`config.mk`:
```
export PLATFORM = sky130hd
export DESIGN_NAME = mem_arbiter
export DESIGN_NICKNAME = d
export VERILOG_FILES = /design/src/rtl/mem_arbiter.sv
export SDC_FILE = /design/constraint.sdc
export NUM_CORES = 1
export LEC_CHECK = 0
export BUFFER_PORTS_ARGS = -buffer_cell sky130_fd_sc_hd__buf_2
export CORE_MARGIN = 2
export CORE_UTILIZATION = 24
export CTS_CLUSTER_DIAMETER = 40
export DETAILED_ROUTE_END_ITERATION = 7
export GPL_TIMING_DRIVEN = 0
export SYNTH_ARGS = -nofsm -noshare
export SYNTH_HDL_FRONTEND = slang
export SYNTH_SLANG_ARGS = --single-unit
export TNS_END_PERCENT = 50
```
`constraint.sdc`:
```
create_clock -name Clk -period 4.8 [get_ports Clk]
set_clock_uncertainty 0.2 [all_clocks]
set_input_delay 0.72 -clock Clk [delete_from_list [all_inputs] [get_ports Clk]]
set_output_delay 0.72 -clock Clk [all_outputs]
set_load 0.02 [all_outputs]
```
`src/rtl/mem_arbiter.sv`:
```
// Two-port round-robin arbiter and sequencer for the single-port Memory block.
// Each grant runs IDLE -> ACCESS -> RESP; Memory enables are active-low.
module mem_arbiter #(
  parameter int unsigned DATA_WIDTH    = 16,
  parameter int unsigned ADDRESS_WIDTH = 8
) (
  input  logic                     Clk,
  input  logic                     Reset,
  input  logic                     Req0,
  input  logic                     Req1,
  input  logic                     Wr0,
  input  logic                     Wr1,
  input  logic [ADDRESS_WIDTH-1:0] Addr0,
  input  logic [ADDRESS_WIDTH-1:0] Addr1,
  input  logic [DATA_WIDTH-1:0]    WData0,
  input  logic [DATA_WIDTH-1:0]    WData1,
  output logic                     Ack0,
  output logic                     Ack1,
  output logic [DATA_WIDTH-1:0]    RData0,
  output logic [DATA_WIDTH-1:0]    RData1,
  output logic [ADDRESS_WIDTH-1:0] Mem_Address,
  output logic [DATA_WIDTH-1:0]    Mem_DIn,
  output logic                     Mem_Write_EN,
  output logic                     Mem_En,
  input  logic [DATA_WIDTH-1:0]    Mem_DOut,
  output logic                     Busy
);

  localparam int unsigned DW = DATA_WIDTH;
  localparam int unsigned AW = ADDRESS_WIDTH;

  typedef enum logic [1:0] {
    IDLE   = 2'd0,
    ACCESS = 2'd1,
    RESP   = 2'd2
  } state_e;

  state_e          state_q, state_d;
  logic            last_grant_q, last_grant_d;
  logic            gnt_q, gnt_d;
  logic            ack0_q, ack0_d;
  logic            ack1_q, ack1_d;
  logic [DW-1:0]   rdata0_q, rdata0_d;
  logic [DW-1:0]   rdata1_q, rdata1_d;
  logic [AW-1:0]   addr_q, addr_d;
  logic [DW-1:0]   din_q, din_d;
  logic            we_n_q, we_n_d;
  logic            en_n_q, en_n_d;
  logic            busy_q, busy_d;
  logic            sel_c;
  logic            wr_sel_c;

  // Next-state and registered-output logic; memory is enabled only in ACCESS.
  always_comb begin
    state_d      = state_q;
    last_grant_d = last_grant_q;
    gnt_d        = gnt_q;
    ack0_d       = 1'b0;
    ack1_d       = 1'b0;
    rdata0_d     = rdata0_q;
    rdata1_d     = rdata1_q;
    addr_d       = addr_q;
    din_d        = din_q;
    we_n_d       = 1'b1;
    en_n_d       = 1'b1;
    busy_d       = 1'b0;
    sel_c        = 1'b0;
    wr_sel_c     = 1'b0;

    unique case (state_q)
      IDLE: begin
        if (Req0 || Req1) begin
          // On a tie the port that did not win last time is served.
          sel_c        = (Req0 && Req1) ? ~last_grant_q : Req1;
          wr_sel_c     = sel_c ? Wr1 : Wr0;
          gnt_d        = sel_c;
          last_grant_d = sel_c;
          addr_d       = sel_c ? Addr1 : Addr0;
          din_d        = sel_c ? WData1 : WData0;
          we_n_d       = ~wr_sel_c;
          en_n_d       = 1'b0;
          busy_d       = 1'b1;
          state_d      = ACCESS;
        end
      end
      ACCESS: begin
        if (gnt_q) ack1_d = 1'b1;
        else       ack0_d = 1'b1;
        // we_n_q still reflects the direction of the access in flight.
        if (we_n_q) begin
          if (gnt_q) rdata1_d = Mem_DOut;
          else       rdata0_d = Mem_DOut;
        end
        busy_d  = 1'b1;
        state_d = RESP;
      end
      RESP: begin
        state_d = IDLE;
      end
      default: begin
        state_d = IDLE;
      end
    endcase
  end

  always_ff @(posedge Clk or negedge Reset) begin
    if (!Reset) begin
      state_q      <= IDLE;
      last_grant_q <= 1'b1;
      gnt_q        <= 1'b0;
      ack0_q       <= 1'b0;
      ack1_q       <= 1'b0;
      rdata0_q     <= '0;
      rdata1_q     <= '0;
      addr_q       <= '0;
      din_q        <= '0;
      we_n_q       <= 1'b1;
      en_n_q       <= 1'b1;
      busy_q       <= 1'b0;
    end else begin
      state_q      <= state_d;
      last_grant_q <= last_grant_d;
      gnt_q        <= gnt_d;
      ack0_q       <= ack0_d;
      ack1_q       <= ack1_d;
      rdata0_q     <= rdata0_d;
      rdata1_q     <= rdata1_d;
      addr_q       <= addr_d;
      din_q        <= din_d;
      we_n_q       <= we_n_d;
      en_n_q       <= en_n_d;
      busy_q       <= busy_d;
    end
  end

  assign Ack0         = ack0_q;
  assign Ack1         = ack1_q;
  assign RData0       = rdata0_q;
  assign RData1       = rdata1_q;
  assign Mem_Address  = addr_q;
  assign Mem_DIn      = din_q;
  assign Mem_Write_EN = we_n_q;
  assign Mem_En       = en_n_q;
  assign Busy         = busy_q;

endmodule

```
==> reports/summary.md <==
The class of the most critical hold timing path was input port to async pin. For this configuration, the core starts out at a cell density of 24.5%. In this run the cell area of the synthesized design comes to 2660 um2. The tools report the total number of H-tree levels as 3. Of all cell types, the one taking the most synthesized area is sky130_fd_sc_hd__dfrtp_1. Clock latency on the worst-skew pair, taken at its later pin, is 0.34 ns. The tools report the post-detailed-placement cell area as 3490 um2.

The I/O pin total is 131. The cell count after synthesis came out at 227. Counting flops and latches in the post-synthesis netlist gives 65. The count of synthesis-stage warnings from yosys came out at 0. The run finished with clean final reports. Data arrival at the endpoint of the critical path: 1.08 ns. Once detail routing completed, the nets flagged for antenna violations numbered 0. Dividing the detail-routed wire length by the instance count gives 13.7 um. The synthesized netlist devotes 0% of its cell area to XOR and XNOR gates. For this run, the slowest stage of the critical path takes 0.56 ns. Summing the sequential cell areas from Yosys gives 61.3% of the chip area. At the worst endpoint, the required time is 3.88 ns. The final global-route overflow total is 0, and the layout overhead on the synthesized area is 39.6%.

The maximum buffer depth of the clock tree was 2. The adder and majority cell fraction of the synthesized area is 0%. The die is 109 um wide. The die covers 11900 um2. The worst register-to-register path has a setup slack of 2.91 ns.

After synthesis, the mean cell area works out to 11.7 um2. The tools report the part of the total power dissipated in the clock network as 19.6%. The sum of net half-perimeters after detailed placement was 5.02 mm; the count of buffers added by post-CTS timing repair for setup was 0. The run gives 11.2 mm as the global-route wire length before repair.

Leaving out fill and tap cells, the most frequent cell in the layout is sky130_fd_sc_hd__buf_2. The area share of and/or/nand/nor cells after synthesis came out at 9.59%. The run gives 1.11 mW as the net switching power. The area fraction of the dominant cell type after synthesis works out to 58.3%. The global-route total usage across every layer was 12.2%; the routed via count was 2250. Port buffer count: 130.

The post-synthesis mux area share is 14.0%. The tools report the clock root buffer as sky130_fd_sc_hd__clkbuf_8. The total number of placement rows is 38, and the CTS buffer count is 9. After routing the design area is 3720 um2. The number of global-route vias before repair came out at 2241. The global placement routability congestion was 0.683.

The floorplan step set the die height to 109 um. The internal power of the cells totals 1.59 mW. Summed over all failing endpoints, the final setup total negative slack is 0 ns. Using the TritonRoute via totals, the vias-per-cell ratio works out to 4.39. The placeable core area is 10800 um2. The fraction of final layout cells sized beyond drive strength 1 is 46.4%, and the measured slew at the worst slew-check pin is 0.827 ns. The logs give 66 for the largest net degree at the start of global routing and 0 for the total inserted antenna cells. STA classifies the critical path startpoint as a flop. The initial antenna violation count was 0. The non-filler instance count after layout was 513.

The leakage power of the design was 1.78 nW; the clock net sink count was 65. Net switching is 41.1% of the power. After synthesis, the cell types taking the most area are sky130_fd_sc_hd__dfrtp_1, sky130_fd_sc_hd__mux2_1, sky130_fd_sc_hd__nand2_1, sky130_fd_sc_hd__a31oi_1, sky130_fd_sc_hd__a21oi_1. At the end of the flow, the number of nets in the layout was 438. The power share of the combinational group is 44.5%. Yosys mapped the design onto 23 distinct sky130hd cell types. After clock tree synthesis, the clock-pin slew on the worst setup and hold paths is 0.09 ns. The worst-path maximum fanout is 3. The gate family responsible for the most delay along the worst path was flip-flops.

Worst slew margin relative to its limit: 44.9%. Dividing total power by cell area gives a power density of 729 nW/um2. Counting every net in the synthesized netlist gives 297. The highest attainable clock frequency was 501 MHz. The slowest stage of the critical path is the sky130_fd_sc_hd__dfstp_2 cell.

The number of filler cells placed in the layout was 1119; the final critical path time including I/O delays and setup was 2.00 ns. The run gives 0 as the cts-stage hold buffer count. The number of gates resized after CTS was 0.

Setup repair after global routing left no endpoint under its margin. Walking the worst path, the cells encountered are buf_2. The cell count after placement came out at 497. Startpoint-to-endpoint class of the critical path: flop to output port. Max-cap violations in this run came to 0.

Final count of pins violating max slew: 0. After synthesis, the largest family of logic cells by area is multiplexers. The worst setup path is captured at an output port.

The final worst-path cycle share was 41.6%. The first detailed-routing pass took 4 iterations. Setup violations remaining at the end of the flow were counted as 0. The detailed-route DRC error count is 0. The share of total power dissipated in sequential elements is 35.9%. TritonCTS built the clock tree.

The synthesized netlist devotes 11.7% of its cell area to compound gates. The final routed wirelength across all metal layers came out at 7.05 mm. The number of DRC markers after the initial detailed-route iteration was 67; the worst path buffer plus inverter count was 1. In the layout the commonest cells are sky130_fd_sc_hd__buf_2, sky130_fd_sc_hd__dfrtp_1, sky130_fd_sc_hd__nand2_1. The final hold violation count was 0. The peak supply drop came out at 0.266 mV.
==> registers in the layout (all words and copies together), names as in the netlist <==
| register | flops |
|---|---|
| RData1 | 16 |
| Mem_En | 1 |
| Mem_Write_EN | 1 |
| Mem_Address | 8 |
| gnt_q | 1 |
| Ack0 | 1 |
| Busy | 1 |
| RData0 | 16 |
| Ack1 | 1 |
| Mem_DIn | 16 |
| state_q | 2 |
| last_grant_q | 1 |
==> worst register-to-register path, stage by stage (launching register included) <==
cell,delay (ns)
sky130_fd_sc_hd__dfstp_2,0.57
sky130_fd_sc_hd__a21bo_2,0.12
sky130_fd_sc_hd__buf_2,0.15
sky130_fd_sc_hd__clkbuf_1,0.44
sky130_fd_sc_hd__nand2_1,0.16
sky130_fd_sc_hd__a31oi_1,0.18
==> cell type report <==
cell class | instances | area [um2] | area share (%)
Tap cell | 140 | 175 | 4.71
Buffer | 16 | 88.8 | 2.39
Clock buffer | 9 | 124 | 3.33
Clock inverter | 7 | 103 | 2.76
Multi-Input combinational cell | 145 | 938 | 25.3
Inverter | 1 | 3.75 | 0.101
Sequential cell | 65 | 1630 | 43.9
Timing Repair Buffer | 130 | 653 | 17.6
==> synthesized netlist by cell type (all sizes together) <==
master,number
and2,2
inv,1
or2,1
a22o,1
nor2,3
nand2,49
mux2,33
and3b,1
buf,9
a31oi,25
clkbuf,7
nand3,1
nor2b,2
a21oi,25
a21bo,1
dfstp,3
a21boi,1
dfrtp,62
==> cells by family after synthesis <==
logic type,count (synthesis)
AOI/OAI and AO/OA,53
buffers and inverters,17
DFF,65
muxes,33
and+or+nand+nor,59
==> per-layer routing <==
layer  wire (um)  up-vias  global-route usage [%]
met3         517       14                    3.68
met2        3260       92                    19.5
met4         135        0                    5.24
met5           0        -                       0
met1        3130     1069                    15.4
li1            -     1075                       -
==> stage by stage <==
stage	setup slack, ns	hold WS (ns)	total power, mW	util [%]
after global routing	2.73	0.294	2.91	34.3
after CTS	2.78	0.288	2.76	34.3
final	2.80	0.279	2.71	34.3
after floorplan	2.89	0.224	1.76	-
after detailed placement	2.55	0.271	2.22	32.2
after global placement	2.54	0.263	2.19	32.2
==> power by group through the flow <==
stage	clock network [mW]	registers (mW)	logic [mW]
2_1_floorplan	0	1.30	0.461
3_3_place_gp	0	0.975	1.21
3_5_place_dp	0	0.984	1.23
4_1_cts	0.550	0.976	1.23
5_1_grt	0.578	1.01	1.32
6_report	0.531	0.974	1.20
==> worst paths after layout <==
kind	start	end	cells after the start
min in group Clk	RData0[9]	RData0[9]	1
max in group asynchronous	Reset	RData0[8]	1
max reg2reg	last_grant_q	Mem_DIn[12]	5
max	Mem_Write_EN	Mem_Write_EN	1
min	Reset	RData1[1]	1
min reg2reg	RData0[9]	RData0[9]	1
Note: power is estimated with default switching activity, not from simulation.
